`config.mk`:
```
export PLATFORM = sky130hd
export DESIGN_NAME = iagc_control_fsm
export DESIGN_NICKNAME = d
export VERILOG_FILES = /design/src/rtl/iagc_control_fsm.sv
export SDC_FILE = /design/constraint.sdc
export NUM_CORES = 1
export LEC_CHECK = 0
export ABC_AREA = 1
export ABC_CLOCK_PERIOD_IN_PS = 3300
export CORE_MARGIN = 8
export CORE_UTILIZATION = 30
export DETAILED_ROUTE_END_ITERATION = 12
export PLACE_DENSITY = 0.45
export RECOVER_POWER = 25
export SYNTH_ARGS = -nofsm -noshare
export SYNTH_HDL_FRONTEND = slang
export SYNTH_SLANG_ARGS = --single-unit
```
`constraint.sdc`:
```
create_clock -name i_clock -period 3.3 [get_ports i_clock]
set_clock_uncertainty 0.15 [all_clocks]
set_input_delay 0.495 -clock i_clock [delete_from_list [all_inputs] [get_ports i_clock]]
set_output_delay 0.495 -clock i_clock [all_outputs]
set_load 0.1 [all_outputs]
```
`src/rtl/iagc_control_fsm.sv`:
```
// ---------------------------------------------------------------------------
// iagc_control_fsm
//
// Top-level control state machine of the IAGC. It takes the UART receive
// strobe and the decoded command lines, and publishes its state code on
// o_iagc_status, which the command decoder uses as a gate. It also sequences:
//   - sample capture with decimation into the sample memory,
//   - clearing the whole memory,
//   - dumping the captured samples to the UART transmitter.
//
// Ports
//   i_clock          system clock (rising edge)
//   i_reset          synchronous, active-high reset
//   i_rx_done        one-cycle pulse: a new command byte is on the rx bus
//   i_cmd_*          decoded command lines (valid while in CMD_READ)
//   i_cmd_param      command parameter; only the low nibble is used
//   i_sample_valid   one-cycle strobe: the sampler has a new sample
//   i_tx_done        one-cycle pulse: the UART tx finished the current byte
//   o_iagc_status    state code (the state register itself)
//   o_decim          active decimation factor
//   o_mem_wr_en      memory write strobe
//   o_mem_wr_zero    selects all-zero write data (memory clean)
//   o_mem_addr       memory read/write address
//   o_tx_start       one-cycle pulse: start a tx of the memory read data
//   o_mem_full       sticky: the memory was filled by a capture
//
// All outputs are registered.
// ---------------------------------------------------------------------------
module iagc_control_fsm #(
    parameter int IAGC_STATUS_SIZE = 4,
    parameter int DATA_SIZE        = 8,
    parameter int ADDR_SIZE        = 10,
    parameter int INIT_CYCLES      = 16
) (
    input  logic                        i_clock,
    input  logic                        i_reset,
    input  logic                        i_rx_done,
    input  logic                        i_cmd_reset,
    input  logic                        i_cmd_sample,
    input  logic                        i_cmd_set_decim,
    input  logic                        i_cmd_clean_mem,
    input  logic                        i_cmd_dump_mem,
    input  logic [DATA_SIZE-1:0]        i_cmd_param,
    input  logic                        i_sample_valid,
    input  logic                        i_tx_done,
    output logic [IAGC_STATUS_SIZE-1:0] o_iagc_status,
    output logic [DATA_SIZE-1:0]        o_decim,
    output logic                        o_mem_wr_en,
    output logic                        o_mem_wr_zero,
    output logic [ADDR_SIZE-1:0]        o_mem_addr,
    output logic                        o_tx_start,
    output logic                        o_mem_full
);

    localparam int INIT_W = (INIT_CYCLES > 1) ? $clog2(INIT_CYCLES) : 1;

    localparam logic [ADDR_SIZE-1:0] ADDR_MAX  = '1;
    localparam logic [ADDR_SIZE-1:0] ADDR_ONE  = ADDR_SIZE'(1);
    localparam logic [ADDR_SIZE:0]   FILL_ONE  = (ADDR_SIZE+1)'(1);
    localparam logic [ADDR_SIZE:0]   FILL_FULL = {1'b1, {ADDR_SIZE{1'b0}}};
    localparam logic [DATA_SIZE-1:0] DATA_ONE  = DATA_SIZE'(1);
    localparam logic [INIT_W-1:0]    INIT_LAST = INIT_W'(INIT_CYCLES - 1);

    typedef enum logic [IAGC_STATUS_SIZE-1:0] {
        ST_RESET     = IAGC_STATUS_SIZE'(0),
        ST_INIT      = IAGC_STATUS_SIZE'(1),
        ST_IDLE      = IAGC_STATUS_SIZE'(2),
        ST_SAMPLE    = IAGC_STATUS_SIZE'(3),
        ST_CMD_PARSE = IAGC_STATUS_SIZE'(4),
        ST_CMD_READ  = IAGC_STATUS_SIZE'(5),
        ST_CMD_ERROR = IAGC_STATUS_SIZE'(6),
        ST_DUMP_MEM  = IAGC_STATUS_SIZE'(7),
        ST_CLEAN_MEM = IAGC_STATUS_SIZE'(8)
    } state_t;

    state_t                 state, state_n;
    logic [INIT_W-1:0]      init_cnt, init_cnt_n;
    logic [DATA_SIZE-1:0]   decim, decim_n;
    logic [DATA_SIZE-1:0]   dec_cnt, dec_cnt_n;
    logic [ADDR_SIZE-1:0]   addr, addr_n;
    logic [ADDR_SIZE:0]     fill, fill_n;
    logic                   full, full_n;
    logic                   wr_en, wr_en_n;
    logic                   wr_zero, wr_zero_n;
    logic                   tx_start, tx_start_n;
    logic                   dump_ph, dump_ph_n;   // 0: issue tx, 1: wait tx_done
    logic                   load_rst;
    logic                   wr_pend;
    logic [4:0]             cmd_vec;

    // Only the low nibble of the parameter carries information.
    logic unused_param;
    assign unused_param = ^i_cmd_param[DATA_SIZE-1:4];

    // A capture write is shown with its own address; the address and the
    // fill count advance on the cycle after the write strobe.
    assign wr_pend = wr_en & ~wr_zero;
    assign cmd_vec = {i_cmd_reset, i_cmd_sample, i_cmd_set_decim,
                      i_cmd_clean_mem, i_cmd_dump_mem};

    always_comb begin
        state_n    = state;
        init_cnt_n = init_cnt;
        decim_n    = decim;
        dec_cnt_n  = dec_cnt;
        addr_n     = addr;
        fill_n     = fill;
        full_n     = full;
        wr_en_n    = 1'b0;
        wr_zero_n  = 1'b0;
        tx_start_n = 1'b0;
        dump_ph_n  = dump_ph;
        load_rst   = 1'b0;

        if (wr_pend) begin
            // A full memory parks the address on the last word.
            if (addr != ADDR_MAX)  addr_n = addr + ADDR_ONE;
            if (fill != FILL_FULL) fill_n = fill + FILL_ONE;
        end

        case (state)
            ST_RESET: begin
                load_rst = 1'b1;
                state_n  = ST_INIT;
            end

            ST_INIT: begin
                if (init_cnt == INIT_LAST) state_n = ST_IDLE;
                else                       init_cnt_n = init_cnt + INIT_W'(1);
            end

            ST_IDLE: begin
                if (i_rx_done) state_n = ST_CMD_PARSE;
            end

            ST_CMD_PARSE: state_n = ST_CMD_READ;

            ST_CMD_READ: begin
                case (cmd_vec)
                    5'b10000: begin
                        state_n  = ST_RESET;
                        load_rst = 1'b1;
                    end
                    5'b01000: begin
                        state_n   = ST_SAMPLE;
                        dec_cnt_n = '0;
                        full_n    = 1'b0;
                    end
                    5'b00100: begin
                        decim_n = (i_cmd_param[3:0] == 4'd0) ? DATA_ONE
                                                             : DATA_SIZE'(i_cmd_param[3:0]);
                        state_n = ST_IDLE;
                    end
                    5'b00010: begin
                        // The first zero write is already on the bus in the
                        // first CLEAN_MEM cycle.
                        state_n   = ST_CLEAN_MEM;
                        addr_n    = '0;
                        wr_en_n   = 1'b1;
                        wr_zero_n = 1'b1;
                    end
                    5'b00001: begin
                        state_n   = ST_DUMP_MEM;
                        addr_n    = '0;
                        dump_ph_n = 1'b0;
                    end
                    default: state_n = ST_CMD_ERROR;
                endcase
            end

            ST_CMD_ERROR: state_n = ST_IDLE;

            ST_SAMPLE: begin
                if (i_sample_valid) begin
                    if (dec_cnt == decim - DATA_ONE) begin
                        dec_cnt_n = '0;
                        wr_en_n   = 1'b1;
                        // addr_n already includes any pending advance, so it
                        // is the address this write is going to use.
                        if (addr_n == ADDR_MAX) begin
                            full_n  = 1'b1;
                            state_n = ST_IDLE;
                        end
                    end else begin
                        dec_cnt_n = dec_cnt + DATA_ONE;
                    end
                end
                // Abort takes priority over the end-of-memory exit. A write
                // qualified in this cycle is still issued.
                if (i_rx_done) state_n = ST_CMD_PARSE;
            end

            ST_CLEAN_MEM: begin
                if (addr == ADDR_MAX) begin
                    addr_n  = '0;
                    fill_n  = '0;
                    full_n  = 1'b0;
                    state_n = ST_IDLE;
                end else begin
                    addr_n    = addr + ADDR_ONE;
                    wr_en_n   = 1'b1;
                    wr_zero_n = 1'b1;
                end
            end

            ST_DUMP_MEM: begin
                if (fill == '0) begin
                    addr_n  = '0;
                    state_n = ST_IDLE;
                end else if (!dump_ph) begin
                    // Address has been on the bus for a cycle: read data is ready.
                    tx_start_n = 1'b1;
                    dump_ph_n  = 1'b1;
                end else if (i_tx_done) begin
                    dump_ph_n = 1'b0;
                    if ({1'b0, addr} == fill - FILL_ONE) begin
                        addr_n  = fill[ADDR_SIZE-1:0];
                        state_n = ST_IDLE;
                    end else begin
                        addr_n = addr + ADDR_ONE;
                    end
                end
            end

            default: state_n = ST_RESET;
        endcase

        if (load_rst) begin
            init_cnt_n = '0;
            decim_n    = DATA_ONE;
            dec_cnt_n  = '0;
            addr_n     = '0;
            fill_n     = '0;
            full_n     = 1'b0;
            dump_ph_n  = 1'b0;
            wr_en_n    = 1'b0;
            wr_zero_n  = 1'b0;
            tx_start_n = 1'b0;
        end
    end

    always_ff @(posedge i_clock) begin
        if (i_reset) begin
            state    <= ST_RESET;
            init_cnt <= '0;
            decim    <= DATA_ONE;
            dec_cnt  <= '0;
            addr     <= '0;
            fill     <= '0;
            full     <= 1'b0;
            wr_en    <= 1'b0;
            wr_zero  <= 1'b0;
            tx_start <= 1'b0;
            dump_ph  <= 1'b0;
        end else begin
            state    <= state_n;
            init_cnt <= init_cnt_n;
            decim    <= decim_n;
            dec_cnt  <= dec_cnt_n;
            addr     <= addr_n;
            fill     <= fill_n;
            full     <= full_n;
            wr_en    <= wr_en_n;
            wr_zero  <= wr_zero_n;
            tx_start <= tx_start_n;
            dump_ph  <= dump_ph_n;
        end
    end

    assign o_iagc_status = state;
    assign o_decim       = decim;
    assign o_mem_wr_en   = wr_en;
    assign o_mem_wr_zero = wr_zero;
    assign o_mem_addr    = addr;
    assign o_tx_start    = tx_start;
    assign o_mem_full    = full;

endmodule
```
==> results of run 1 <==
registers in the layout (all words and copies together), names as in the netlist:
| signal | flops |
|---|---|
| fill | 11 |
| o_decim | 4 |
| init_cnt | 4 |
| dec_cnt | 8 |
| dump_ph | 1 |
| o_mem_addr | 10 |
| o_tx_start | 1 |
| o_mem_full | 1 |
| o_iagc_status | 4 |
| o_mem_wr_en | 1 |
| o_mem_wr_zero | 1 |
worst reg2reg max path, stage by stage, from the launching register on:
cell and delay [ps]:
dfxtp_1 450, ha_1 250, nand2_2 100, nor2_4 150
nand3_4 160, ha_1 300, o21ai_0 160, buf_4 160
nand3_1 90, nor2_1 150, nand4_2 180, nand2_2 150
nand3_1 90, nand2_1 70, nor2_1 40
worst min-delay path by stage:
| stage | from | endpoint | slack [ps] | depth (start not counted) |
|---|---|---|---|---|
| after global placement | init_cnt[3]$_SDFFE_PP0P_ | init_cnt[3]$_SDFFE_PP0P_ | 310 | 1 |
| after global routing | init_cnt[3]$_SDFFE_PP0P_ | init_cnt[3]$_SDFFE_PP0P_ | 370 | 1 |
| final | dec_cnt[7]$_SDFFE_PP0P_ | dec_cnt[7]$_SDFFE_PP0P_ | 340 | 2 |
| after floorplan | init_cnt[3]$_SDFFE_PP0P_ | init_cnt[3]$_SDFFE_PP0P_ | 290 | 1 |
| after detailed placement | init_cnt[3]$_SDFFE_PP0P_ | init_cnt[3]$_SDFFE_PP0P_ | 320 | 1 |
| after CTS | init_cnt[3]$_SDFFE_PP0P_ | init_cnt[3]$_SDFFE_PP0P_ | 340 | 1 |
logic make-up after synthesis:
family	synth area share
AO/OA/AOI/OAI	0.102
adder cells (fa/ha/maj)	0.0279
buffers and inverters	0.114
flip-flops	0.256
other	0.00104
AND/OR/NAND/NOR	0.470
XOR/XNOR	0.0293
cell usage in the layout, fill, tap and decap left out, types with 3 or more instances in the layout:
cell	count
o21ai_0	15
nor2_2	8
dfxtp_1	46
nand4_1	22
buf_4	11
o21ai_1	4
clkbuf_16	5
clkbuf_1	17
nor2_1	56
nand2_2	10
a211oi_1	6
inv_1	74
xor2_1	12
inv_2	12
nor3_1	15
nor4_1	3
or2_2	3
ha_1	8
nor2_4	5
a21oi_1	16
nand3_1	45
clkdlybuf4s50_1	13
conb_1	4
nand2_1	174
power by group through the flow:
stage	clock (mW)	combinational (mW)	sequential (mW)
final	0.549	0.564	0.611
after global routing	0.591	0.614	0.616
after CTS	0.575	0.577	0.611
after detailed placement	0	0.576	0.624
after global placement	0	0.576	0.625
after floorplan	0	0.311	0.734
final cells by class:
type | count | share of cell area
clock buffers | 5 | 0.0303
clock inverters | 3 | 0.00666
inverters | 86 | 0.0782
multi-input cells | 438 | 0.550
flip-flops and latches | 46 | 0.223
well taps | 147 | 0.0445
repair buffers | 41 | 0.0669
metal layers:
metal,vias up,track usage
li1,1944,-
met5,-,0
met2,56,0.244
met1,1681,0.166
met3,11,0.0361
met4,0,0.0466
==> flow_metrics.tcl, run 1 <==
set metrics [dict create \
    pwr-share-comb 0.327 \
    diodes 0 \
    wl_met2_um 5170 \
    synth_edf_count 0 \
    die_w_um 125 \
    drv_slew 0 \
    synth_commonest_cells "174 x nand2_1, 74 x inv_1, 56 x nor2_1, 46 x dfxtp_1, 45 x nand3_1" \
    crit_family "simple AND/OR/NAND/NOR gates" \
    path_clk_slew_ps 80 \
    drtAntennaViolNets 0 \
    cp.required_ps 3360 \
    synth_top_area_cell "dfxtp_1" \
    num_rows 40 \
    worstMarginPinSlew_ps 1190 \
    fin_area_um2 4130 \
    ys.flop_type "dfxtp_1" \
    critPathCapture "o_iagc_status[2]$_SDFFE_PP0P_" \
    yosysWarningCount 0 \
    hold_path_class "reg -> reg" \
    cts_sinks 46 \
    worstSetupPathType "reg -> reg" \
    setup_tns_ps 0 \
    multiInputGateArea_um2 2270 \
    crit_arrival_ps 2790 \
    power_mw 1.72 \
    start_util 0.303 \
    cp_max_fo 8 \
    cts_made_buffers 5 \
    rrSetupSlack_ps 570 \
    grt_use_total 0.141 \
    synth_seq_area_share 0.256 \
    wl_per_cell_um 14.1 \
    p_clk_frac 0.318 \
    numPortBuffers 35 \
    drt_pass1_iterations 4 \
    status "finished clean" \
    dieArea_um2 15700 \
    startpoint_type "register" \
    drt_iter0_drc 218 \
    top_layer "met4" \
    antenna_found_initial 0 \
    fin_crit_sh 0.827 \
    ys_types 49 \
    cts_tree "built" \
    clockBufferDepth 2 \
    hold-worst-slack_ps 341 \
    dpl_worst_slack_ps 555 \
    fin_cells 766 \
    drc 0 \
    r2r_cells 14 \
    cts_setup_buffers 0 \
    seq_area_um2 921 \
    rsz0062_at_grt "false" \
    syn_to_final_growth_pct 15.0 \
    n_fill_cell 1355 \
    grt_max_degree 18 \
    drive_above_1_share 0.113 \
    switching_share 0.409 \
    nNetsFinal 644 \
    cts_resized 0 \
    slew_headroom 0.209 \
    gp_congestion 0.839 \
    grt_pass1_wl_um 17900 \
    leakagePower_nw 1.93 \
    slowest_delay_ps 450 \
    slowest_stage "dfxtp_1" \
    synth_area_leaders "dfxtp_1 26%, nand2_1 18%, inv_1 7.7%" \
    layout_setup_ws_ps 571 \
    syn_area_per_cell_um2 6.19 \
    syn_inst 580 \
    vdd_drop_max_v 0.000407 \
    fin_util 0.348 \
    ys_async_sr_fraction 0 \
    netlist_area_um2 3590 \
    synth_top_cell_area_share 0.256 \
    p_int_mw 1.02 \
    dp.cells 758 \
    endpoint_kind "register" \
    cts_root_buf "clkbuf_16" \
    path_cells "ha_1 > nand2_2 > nor2_4 > nand3_4 > ha_1 > o21ai_0 > buf_4 > nand3_1 > nor2_1 > nand4_2 > nand2_2 > nand3_1 > nand2_1 > nor2_1" \
    r2r_end "o_iagc_status[2]$_SDFFE_PP0P_" \
    path_depth 14 \
    maxCapViolations 0 \
    wirelength_um 10800 \
    vias 3692 \
    r2r_start "o_mem_addr[1]$_SDFF_PP0_" \
    htreeDepth 2 \
    setup_violations 0 \
    fin_crit_ps 2730 \
    die_h_um 125 \
    ios 44 \
    grt_pass1_vias 3560 \
    ctsHoldBuffers 0 \
    power.density_nw_per_um2 417 \
    dp_hpwl_um 8690 \
    core_region_area_um2 11900 \
    drt-met1-wl_um 4990 \
    postPlaceCellArea_um2 4040 \
    wl_met3_um 495 \
    vias_per_cell 4.82 \
    overflow 0 \
    cp_num_buf_inv 1 \
    clock_latency_ps 310 \
    post-synth-top-count-cell "nand2_1" \
    power.switching_mw 0.706 \
    startpoint "o_mem_addr[1]$_SDFF_PP0_" \
    yosys_register_bits 46 \
    fmax_ghz 0.366 \
    p_seq_frac 0.354 \
    hold_viol_final 0 \
]
Power figures use the tool's default switching activity.
==> run 2, diff against run 1 <==
Settings changed: ABC_CLOCK_PERIOD_IN_PS 3300 to 2700.
Clock period 3.3 ns to 2.7 ns, I/O delays scaled along.
==> run 2 against run 1 <==
Compared with the run above:
- via count hardly changed
- first-iteration DRC count is 9.2% lower
- hold slack worse by 20 ps
- register-to-register slack worse by 270 ps
- fmax is 14% higher
- sequential share of layout area is 0.18 points higher
- critical endpoint is now o_iagc_status[0]$_SDFFE_PP0P_
- largest cell class unchanged
- highest routed layer unchanged
==> flow_metrics.tcl, run 2 (synthesized netlist as in run 1, its figures left out) <==
set metrics [dict create \
    final_cell_mix "174 x nand2_1, 74 x inv_1, 56 x nor2_1" \
    vdd_drop_max_v 0.000747 \
    numPortBuffers 35 \
    largest_reg_flops 11 \
    cts_sinks 46 \
    fin_crit_ps 2400 \
    slowest_stage "dfxtp_4" \
    cp.required_ps 2750 \
    drt_iter0_drc 198 \
    ios 44 \
    worstSetupPathType "reg -> reg" \
    wl_per_cell_um 14.0 \
    rsz0062_at_grt "false" \
    antenna_found_initial 0 \
    cts_made_buffers 5 \
    maxCapViolations 0 \
    slowest_delay_ps 390 \
    hold_viol_final 0 \
    vias 3690 \
    grt_pass1_wl_um 18000 \
    wirelength_um 10800 \
    clock_latency_ps 300 \
    leakagePower_nw 1.97 \
    regMostFlops "fill" \
    fin_crit_sh 0.887 \
    fin_cells 772 \
    dp.cells 764 \
    drc 0 \
    htreeDepth 2 \
    gp_congestion 0.846 \
    path_clk_slew_ps 70 \
    num_rows 40 \
    crit_arrival_ps 2440 \
    dp_hpwl_um 8680 \
    cts_root_buf "clkbuf_16" \
    ctsHoldBuffers 0 \
    slew_headroom 0.212 \
    drtAntennaViolNets 0 \
    dieArea_um2 15700 \
    hold_path_class "reg -> reg" \
    vias_per_cell 4.78 \
    endpoint_kind "register" \
    path_cells "ha_1 > nand2_2 > nor2_4 > nand3_4 > ha_1 > o21ai_1 > nand3_1 > nor2_1 > nand4_2 > nand2_2 > nand3_1 > nand2_1 > nor2_1" \
    die_w_um 125 \
    cts_setup_buffers 0 \
    grt_use_total 0.141 \
    setup_tns_ps 0 \
    cp_max_fo 7 \
    status "finished clean" \
    setup_violations 0 \
    startpoint_type "register" \
    grt_pass1_vias 3598 \
    clockBufferDepth 2 \
    start_util 0.303 \
    worstMarginPinSlew_ps 1190 \
    power.density_nw_per_um2 503 \
    drv_slew 0 \
    nNetsFinal 650 \
    final_common_cell "nand2_1" \
    diodes 0 \
    cts_tree "built" \
    syn_to_final_growth_pct 16.9 \
    die_h_um 125 \
    drive_above_1_share 0.139 \
    grt_max_degree 15 \
    overflow 0 \
    core_region_area_um2 11900 \
    drt_pass1_iterations 4 \
    fmax_ghz 0.418 \
]
-- run 2: worst paths after layout --
kind	from	to	slack (ps)	cells past startpoint
worst max register to register	o_mem_addr[0]$_SDFF_PP0_	o_iagc_status[0]$_SDFFE_PP0P_	300	13
worst min register to register	init_cnt[3]$_SDFFE_PP0P_	init_cnt[3]$_SDFFE_PP0P_	320	1
worst max-delay path	o_mem_addr[0]$_SDFF_PP0_	o_iagc_status[0]$_SDFFE_PP0P_	300	13
worst min-delay path	init_cnt[3]$_SDFFE_PP0P_	init_cnt[3]$_SDFFE_PP0P_	320	1
-- run 2: what timing repair did --
item                                   CTS  global route
setup endpoints to repair                0             3
gates resized for setup                  0             1
endpoints found under the hold margin    0             0
-- run 2: metal layers --
layer | vias up | GRT usage | part of all wire | wire length (µm)
li1 | 1963 | - | - | -
met3 | 9 | 0.0365 | 0.044 | 479
met5 | - | 0 | 0 | 0
met1 | 1662 | 0.170 | 0.47 | 5070
met2 | 56 | 0.243 | 0.48 | 5130
met4 | 0 | 0.0380 | 0.011 | 115
-- run 2: worst max-delay path: cells and delay by family (launching register included) --
kind,cells,cell delay (ps)
fa+ha+maj,2,470
flops,1,390
simple gates,10,1080
compound gates,1,180
-- run 2: through the flow --
step	hold WS, ps	utilization	total power [mW]	setup slack [ps]	area (µm²)
final	321	0.354	2.11	305	4200
after global routing	349	0.354	2.24	56.6	4200
after CTS	321	0.359	2.16	185	4260
after detailed placement	311	0.346	1.48	208	4110
after global placement	307	0.346	1.48	262	4110
after floorplan	292	-	1.28	56.3	3620
-- run 2: final cells by class --
class / instances / area, µm²
clock buffer: 7 / 143
clock inverter: 1 / 8.76
fill: 1331 / 7660
inverter: 86 / 323
multi-input combinational: 438 / 2270
sequential: 46 / 943
tap: 147 / 184
timing repair buffer: 47 / 322
-- run 2: power breakdown --
group	switching, mW	total [mW]	internal (mW)
Clock	0.286	0.659	0.373
Sequential	0.0426	0.748	0.705
Combinational	0.507	0.705	0.198
Total	0.836	2.11	1.28
